File: config.mk
export PLATFORM = sky130hd
export DESIGN_NAME = ide_pio
export DESIGN_NICKNAME = d
export VERILOG_FILES = /design/src/rtl/ide_pkg.sv /design/src/rtl/ide_phase_timer.sv /design/src/rtl/ide_pio.sv
export SDC_FILE = /design/constraint.sdc
export NUM_CORES = 1
export LEC_CHECK = 0
export ABC_AREA = 1
export BUFFER_PORTS_ARGS = -buffer_cell sky130_fd_sc_hd__buf_2
export CAP_MARGIN = 0
export CORE_MARGIN = 10
export CORE_UTILIZATION = 39
export CTS_CLUSTER_SIZE = 20
export DETAILED_ROUTE_END_ITERATION = 16
export GPL_ROUTABILITY_DRIVEN = 1
export GPL_TIMING_DRIVEN = 0
export HOLD_SLACK_MARGIN = 0.06
export PLACE_DENSITY = 0.69
export SLEW_MARGIN = 20
export SYNTH_ARGS = -nofsm -noshare
export SYNTH_HDL_FRONTEND = slang
export SYNTH_SLANG_ARGS = --single-unit
export TNS_END_PERCENT = 50
File: constraint.sdc
create_clock -name clk -period 2.75 [get_ports clk]
set_input_delay 0.4125 -clock clk [delete_from_list [all_inputs] [get_ports clk]]
set_output_delay 0.4125 -clock clk [all_outputs]
set_load 0.02 [all_outputs]
File: src/rtl/ide_pkg.sv
// Shared types and constants for the ATA PIO cycle engine: FSM state encoding,
// task-file register addresses and default PIO timing.
package ide_pkg;

    typedef enum logic [2:0] {
        IDLE    = 3'd0,
        SETUP   = 3'd1,
        ACTIVE  = 3'd2,
        HOLD    = 3'd3,
        RECOVER = 3'd4
    } state_e;

    // {cs[1:0], da[2:0]} for the commonly used task-file registers
    localparam logic [4:0] ADDR_DATA    = 5'b10000;
    localparam logic [4:0] ADDR_STATUS  = 5'b10111;
    localparam logic [4:0] ADDR_CMD     = 5'b10111;
    localparam logic [4:0] ADDR_ALTSTAT = 5'b01110;

    localparam int DEF_SETUP_CYC  = 1;
    localparam int DEF_ACTIVE_CYC = 3;
    localparam int DEF_HOLD_CYC   = 1;
    localparam int DEF_RECOV_CYC  = 1;
    localparam int DEF_CNT_W      = 4;
    localparam int DEF_TMO_CYC    = 255;

endpackage

File: src/rtl/ide_phase_timer.sv
// Loadable down-counter timing each PIO phase; holds at zero and flags it.
module ide_phase_timer #(
    parameter int CNT_W = 4
) (
    input  logic             clk,
    input  logic             reset,
    input  logic             load,
    input  logic [CNT_W-1:0] load_val,
    output logic             zero
);

    logic [CNT_W-1:0] cnt_q, cnt_d;

    always_comb begin
        cnt_d = cnt_q;
        if (load) begin
            cnt_d = load_val;
        end else if (cnt_q != '0) begin
            cnt_d = cnt_q - 1'b1;
        end
    end

    always_ff @(posedge clk) begin
        if (reset) begin
            cnt_q <= '0;
        end else begin
            cnt_q <= cnt_d;
        end
    end

    assign zero = (cnt_q == '0);

endmodule

File: src/rtl/ide_pio.sv
// ATA PIO cycle engine: one register/data transfer per handshake with programmable
// setup/active/hold/recovery timing. Define IDE_PIO_IORDY_EN to honour IORDY wait states.
module ide_pio
    import ide_pkg::*;
#(
    parameter int DATA_W     = 16,
    parameter int SETUP_CYC  = DEF_SETUP_CYC,
    parameter int ACTIVE_CYC = DEF_ACTIVE_CYC,
    parameter int HOLD_CYC   = DEF_HOLD_CYC,
    parameter int RECOV_CYC  = DEF_RECOV_CYC,
    parameter int CNT_W      = DEF_CNT_W,
    parameter int TMO_CYC    = DEF_TMO_CYC
) (
    input  logic              clk,
    input  logic              reset,
    input  logic              cmd_valid,
    output logic              cmd_ready,
    input  logic              cmd_wr,
    input  logic [4:0]        cmd_addr,
    input  logic [DATA_W-1:0] cmd_wdata,
    output logic              rsp_done,
    output logic [DATA_W-1:0] rsp_rdata,
    output logic              rsp_err,
    input  logic [DATA_W-1:0] ide_data_in,
    output logic [DATA_W-1:0] ide_data_out,
    output logic              ide_data_oe,
    output logic              ide_dior,
    output logic              ide_diow,
    output logic [1:0]        ide_cs,
    output logic [2:0]        ide_da,
    input  logic              ide_iordy
);

    localparam logic [CNT_W-1:0] SETUP_LD  = CNT_W'(SETUP_CYC - 1);
    localparam logic [CNT_W-1:0] ACTIVE_LD = CNT_W'(ACTIVE_CYC - 1);
    localparam logic [CNT_W-1:0] HOLD_LD   = CNT_W'(HOLD_CYC - 1);
    localparam logic [CNT_W-1:0] RECOV_LD  = CNT_W'(RECOV_CYC - 1);

    state_e            state_q, state_d;
    logic              wr_q, wr_d;
    logic [4:0]        addr_q, addr_d;
    logic [DATA_W-1:0] wdata_q, wdata_d;
    logic [DATA_W-1:0] din_q, din_d;
    logic [DATA_W-1:0] rdata_q, rdata_d;

    logic              load, tmr_zero, accept, act_exit, tmo_hit, busy;
    logic [CNT_W-1:0]  load_val;

`ifdef IDE_PIO_IORDY_EN
    localparam int              EXT_W   = $clog2(TMO_CYC + 1);
    localparam logic [EXT_W-1:0] TMO_LIM = EXT_W'(TMO_CYC);

    logic             iordy_meta_q, iordy_meta_d;
    logic             iordy_sync_q, iordy_sync_d;
    logic [EXT_W-1:0] ext_q, ext_d;
    logic             err_q, err_d;
`else
    logic             iordy_unused;
    assign iordy_unused = ide_iordy;
`endif

    ide_phase_timer #(.CNT_W(CNT_W)) u_timer (
        .clk      (clk),
        .reset    (reset),
        .load     (load),
        .load_val (load_val),
        .zero     (tmr_zero)
    );

    // The last RECOVER clock already counts as idle, so a waiting command is taken
    // there; accept-to-accept is then exactly SETUP+ACTIVE+HOLD+RECOV clocks.
    assign cmd_ready = (state_q == IDLE) || ((state_q == RECOVER) && tmr_zero);

    always_comb begin
        state_d  = state_q;
        load     = 1'b0;
        load_val = '0;
        accept   = 1'b0;
        act_exit = 1'b0;
        tmo_hit  = 1'b0;
        rsp_done = 1'b0;
`ifdef IDE_PIO_IORDY_EN
        ext_d        = ext_q;
        iordy_meta_d = ide_iordy;
        iordy_sync_d = iordy_meta_q;
`endif
        case (state_q)
            IDLE: begin
                if (cmd_valid) accept = 1'b1;
            end
            SETUP: begin
                if (tmr_zero) begin
                    state_d  = ACTIVE;
                    load     = 1'b1;
                    load_val = ACTIVE_LD;
                end
            end
            ACTIVE: begin
                if (tmr_zero) begin
`ifdef IDE_PIO_IORDY_EN
                    if (iordy_sync_q || (ext_q == TMO_LIM)) begin
                        act_exit = 1'b1;
                        tmo_hit  = !iordy_sync_q;
                    end else begin
                        ext_d = ext_q + 1'b1;
                    end
`else
                    act_exit = 1'b1;
`endif
                end
                if (act_exit) begin
                    state_d  = HOLD;
                    load     = 1'b1;
                    load_val = HOLD_LD;
                end
            end
            HOLD: begin
                if (tmr_zero) begin
                    rsp_done = 1'b1;
                    state_d  = RECOVER;
                    load     = 1'b1;
                    load_val = RECOV_LD;
                end
            end
            RECOVER: begin
                if (tmr_zero) begin
                    if (cmd_valid) accept = 1'b1;
                    else           state_d = IDLE;
                end
            end
            default: state_d = IDLE;
        endcase

        if (accept) begin
            state_d  = SETUP;
            load     = 1'b1;
            load_val = SETUP_LD;
`ifdef IDE_PIO_IORDY_EN
            ext_d    = '0;
`endif
        end

        wr_d    = accept ? cmd_wr    : wr_q;
        addr_d  = accept ? cmd_addr  : addr_q;
        wdata_d = accept ? cmd_wdata : wdata_q;
        din_d   = ide_data_in;
        rdata_d = (act_exit && !wr_q) ? din_q : rdata_q;
`ifdef IDE_PIO_IORDY_EN
        err_d = accept ? 1'b0 : ((act_exit && tmo_hit) ? 1'b1 : err_q);
`endif
    end

    always_ff @(posedge clk) begin
        if (reset) begin
            state_q <= IDLE;
            wr_q    <= 1'b0;
            addr_q  <= 5'b11111;
            wdata_q <= '0;
            din_q   <= '0;
            rdata_q <= '0;
`ifdef IDE_PIO_IORDY_EN
            iordy_meta_q <= 1'b1;
            iordy_sync_q <= 1'b1;
            ext_q        <= '0;
            err_q        <= 1'b0;
`endif
        end else begin
            state_q <= state_d;
            wr_q    <= wr_d;
            addr_q  <= addr_d;
            wdata_q <= wdata_d;
            din_q   <= din_d;
            rdata_q <= rdata_d;
`ifdef IDE_PIO_IORDY_EN
            iordy_meta_q <= iordy_meta_d;
            iordy_sync_q <= iordy_sync_d;
            ext_q        <= ext_d;
            err_q        <= err_d;
`endif
        end
    end

    // Pin decode uses only state and latched command fields
    assign busy         = (state_q == SETUP) || (state_q == ACTIVE) || (state_q == HOLD);
    assign ide_cs       = busy ? addr_q[4:3] : 2'b11;
    assign ide_da       = busy ? addr_q[2:0] : 3'b111;
    assign ide_dior     = !((state_q == ACTIVE) && !wr_q);
    assign ide_diow     = !((state_q == ACTIVE) && wr_q);
    assign ide_data_oe  = busy && wr_q;
    assign ide_data_out = (busy && wr_q) ? wdata_q : '0;
    assign rsp_rdata    = rdata_q;
`ifdef IDE_PIO_IORDY_EN
    assign rsp_err      = err_q;
`else
    assign rsp_err      = 1'b0;
`endif

endmodule

[Yosys cells after proc, flatten, opt, wreduce, memory -nomap -nowiden]
Index checks and enable logic that the tools add are counted.
Storage, ports and cells
  bits in registers: 61
  input port bits: 42
  logic and storage cells: 69
Operators by class
  add/sub/neg operators: 1
  equal/unequal tests: 15
  muxes and demuxes: 25
  bitwise operators: 1
  reduce and logical (&&, ||, !) cells: 19
Operators with widths (number)
  3-bit two-way mux: 6
  16-bit two-way mux: 1
  3-bit != test, second input constant: 5
  3-bit case mux with 5 select lines: 1
  4-bit two-way mux: 3
  2-bit != test, second input constant: 6
  6-bit AND reduction: 2
  1-bit two-way mux: 9
  3-bit by 2-bit equality test with 1-bit output, second input constant: 2
  2-bit two-way mux: 3
  1-bit logical AND: 5
  4-bit zero test: 1
  1-bit case mux with 2 select lines: 2
  4-bit nonzero test: 1
  2-bit OR reduction: 2
  4-bit by 1-bit subtractor with 4-bit output, second input constant: 1
  3-bit by 1-bit equality test with 1-bit output, second input constant: 1
  3-bit equality test, second input constant: 1
  1-bit zero test: 3
  3-bit zero test: 1
  1-bit logical OR: 3
  2-bit nonzero test: 1
  1-bit inverter: 1

[Logic depth before layout (Yosys ltp)]
  depth in word-level cells: 7
  mapped depth: 10

[Hierarchy]
Synthesis repeated with hierarchy kept, for this count alone.
Second synthesis, totals
  cells, all modules: 377
  area total of the unflattened synthesis: 2551.2 um2
Modules (own cells, without submodules)
  ide_pio: instances 1, cells each 337, area each 2303.5 um2, sequential area each 1141.1 um2
  ide_phase_timer: instances 1, cells each 40, area each 247.7 um2, sequential area each 80.1 um2

[Least setup slack after synthesis]
OpenSTA, ideal clock, no wires.
  path kind: reg-to-output
  start point: register state_q[0]
  end point: output port ide_data_out[10]
  arrival: 1.479 ns
  data required time: 2.338 ns
  slack: 0.859 ns
  stages on the path, launching flop included: 8
  cell sequence: dfxtp_1 > inv_1 > nand2_1 > nand2_2 > nor2_2 > inv_2 > buf_2 > nor2_1
Between the ends
  cells in the longest elaborated chain, start to end: 5
RTL lines
  start: declaration: RTL line ide_pio.sv:39  | state_e state_q, state_d;
  start signal: assignment: RTL line ide_pio.sv:168  | state_q <= state_d;
  3-bit by 1-bit equality test with 1-bit output or 3-bit by 2-bit equality test with 1-bit output (tied branches): RTL line ide_pio.sv:184  | assign busy = (state_q == SETUP) || (state_q == ACTIVE) || (state_q == HOLD);
  1-bit logical OR: RTL line ide_pio.sv:184
  1-bit logical OR *: RTL line ide_pio.sv:184
  1-bit logical AND *
  named net ide_data_oe: RTL line ide_pio.sv:26  | output logic ide_data_oe,
  16-bit two-way mux *: RTL line ide_pio.sv:190  | assign ide_data_out = (busy && wr_q) ? wdata_q : '0;
  end: declaration: RTL line ide_pio.sv:25  | output logic [DATA_W-1:0] ide_data_out,
Mark *: on every way through the listed nets, which the timed path passes. The rest lies on a longest branch.

[Final worst setup path]
  start point: register state_q[0]
  end point: output port ide_data_out[13]
Between the ends
  cells in the longest elaborated chain, start to end: 5
RTL lines (RTL line)
  3-bit by 1-bit equality test with 1-bit output or 3-bit by 2-bit equality test with 1-bit output (tied branches): ide_pio.sv:184
  1-bit logical OR: ide_pio.sv:184
  1-bit logical OR *: ide_pio.sv:184
  1-bit logical AND *: ide_pio.sv:190
  16-bit two-way mux *: ide_pio.sv:190
Every way passes the cells marked *; elsewhere a longest branch is shown, timed or not.

==> impl_results.md <==
- #FFs+latches synth: a little over 60
- Final Skew: just under 0.007 ns
- Area grow syn2layout: 27.3%
- Drt wl/cell: ~12 um
- Max Cap Viol: 0
- # rows: 28
- Async SR Flop Fraction: 0%
- CP peak stage delay: between 0.4 and 0.5 ns
- CTS tree: done
- Clk sinks: 61
- Final setup fails: 0
- Final critical-path share of the clock period: approximately four fifths
- Fin. Hold Viols: 0
- GRT Overall Usage: between 10% and 20%
- Initial Util: 40.8%
- First-pass GRT wire length: 9930 um
- Via density per instance: approximately 4.4
- Post-CTS Setup Inserts: 0
- Post-synth EDFFs: 0
- Initial antenna violation count: 1
- Nets: 456
- Yosys top cell by area: dfxtp_1
- CP endpoint kind: output port
- Hold-fix buffers, CTS: 0
- DR vias: 2184
- Die ar.: 9830 um^2
- YS warnings: 0
- Maximum fanout along the worst path: 10
- Minimum clock period: approximately 2.2 ns
- Htree depth: 3
- # fillers: between 600 and 700
- Status: complete, no violations
- Top FF cell, synth: dfxtp_1
- CTS Buf Count: 9
- Worst vdd ir: around 0.5 mV
- Pleak: between 1.5 and 2 nW
- CP max-delay cell: dfxtp_1
- Core area: ~6000 um^2
- Synth area leaders: dfxtp_1, nor2_1, inv_1
- DR DRC count: 0
- Global route overflow: 0
- Ant diodes: 0
- Count leader, synth: nor2_1
- Drt first pass iters: 4
- Critical Path Most Common Cell: buf_2
- Yosys cell types: 29
- F_max: 0.455 GHz
- Final Util: between 50% and 60%
- Routability Congestion: roughly 0.75
- Die width: between 90 and 100 um
- Synth Area per Inst: between 7 and 8 um^2
- Worst Path Required: 2.34 ns
- Clock Latency Late Sink: about 0.33 ns
- TNS Setup: 0 ns
- Mapped Nets: 364
- Critical Path AT: 1.79 ns
- CP cell instances: inv_1 > nand2_1 > nand2_2 > nor2_2 > inv_2 > buf_2 > nor2_1 > buf_2
- PD cells: between 900 and 1000 nW/um^2
- Final WL: about 5900 um
- Cell Area, Placed: between 2000 and 3000 um^2
- Syn Std Cell Area: approximately 2400 um^2
- HP Class: input pin to register
- Clock transition at path regs: 0.07 ns
- RSZ-0062 raised after global routing: false
- Die Y: slightly below 100 um
- # IOs: 85
- Detail Placement HPWL: ~4600 um
- Number of global-route vias before repair: about 2.1k
- Fin area: between 3000 and 4000 um^2
- Register area share after synthesis: about half
- Clk buf depth: 2
- Port Buffers: slightly above 80
- HP Start: cmd_addr[3]
- Top cells by count, synth: nor2_1, dfxtp_1, inv_1
- Worst reg2reg startpoint: u_timer.cnt_q[0]$_SDFFE_PP0P_
- Crit Path Class: register to output port
- Top cell type's share of synthesized area: between 50% and 60%
- Critical Path Source: state_q[0]$_SDFFE_PP0P_
- Post-route ant nets: 0
- Layout cells sized above 1: approximately 30%
- Clock Tree Root: clkbuf_8
- Crit start category: register
- Slew Viols, Final: 0
- CTS resizes: 0
- Cells after Synth: 320
- Pin count of the biggest net entering global routing: 12
- 1st-iter DRT viols: 71
## layer usage
metal	track usage, %	routed length [um]
met3	7.82	663
met1	13.5	2490
met5	0	0
met4	2.32	27
met2	19.3	2690
## layout by cell type (no fill, tap or decap), drive strengths merged
| master | netlist | final |
|---|---|---|
| buf | 11 | 92 |
| nor2 | 77 | 77 |
| dfxtp | 61 | 61 |
| inv | 49 | 50 |
| o21ai | 34 | 34 |
| nand2 | 34 | 34 |
| a21oi | 21 | 21 |
| clkbuf | 4 | 14 |
| nand3 | 10 | 10 |
| or2 | 5 | 5 |
| nand4 | 4 | 4 |
| clkinv | 1 | 4 |
| nor3 | 3 | 3 |
| xnor2 | 2 | 2 |
| ha | 2 | 2 |
| clkinvlp | 0 | 2 |
| a211oi | 1 | 1 |
| conb | 1 | 1 |
## registers in the layout, summed over array words and instances (netlist names)
name / count
u_timer.cnt_q: 4
rsp_rdata: 16
wr_q: 1
din_q: 16
state_q: 3
wdata_q: 16
addr_q: 5
## final timing paths
| check | end | slack (ns) | cells after the start |
|---|---|---|---|
| worst max-delay path | ide_data_out[13] | 0.55 | 8 |
| worst min-delay path | addr_q[3]$_SDFFE_PP1P_ | 0.28 | 3 |
| worst max register to register | wdata_q[8]$_SDFFE_PP0P_ | 1.15 | 9 |
| worst min register to register | wdata_q[2]$_SDFFE_PP0P_ | 0.46 | 2 |
## metrics by stage
stage               std cells  setup slack [ns]  power [mW]  hold slack (ns)
floorplan                 320             0.859        2.02            0.430
global placement          476             0.884        2.29            0.441
detailed placement        476             0.885        2.31            0.446
CTS                       492             0.514        2.99            0.261
global route              492             0.343        3.19            0.261
finish                    492             0.550        2.96            0.276
## power breakdown
group,switching (mW),internal [mW]
combinational,0.727,0.400
sequential,0.0935,1.06
clock,0.348,0.325
total,1.17,1.79
## cells by family after synthesis
family,share of synthesized area [%]
buf+inv,11.9
compound gates,11.6
flops,50.0
xor+xnor,0.717
other cells,0.154
simple gates,24.6
fa+ha+maj,1.02
## critical path: cells and delay by family (launching register included)
family / cells / cell delay, ns
and+or+nand+nor: 4 / 0.49
buffers and inverters: 4 / 0.51
DFF: 1 / 0.47
## cell type report
cell class	instances	area (um^2)	area share (%)
Sequential cell	61	1220	39.3
Tap cell	75	93.8	3.02
Timing Repair Buffer	81	405	13.0
Inverter	50	195	6.28
Multi-Input combinational cell	194	930	29.9
Clock buffer	10	128	4.11
Clock inverter	6	38.8	1.25
Buffer	15	96.3	3.10
No activity file was read; power rests on OpenSTA's default activity.
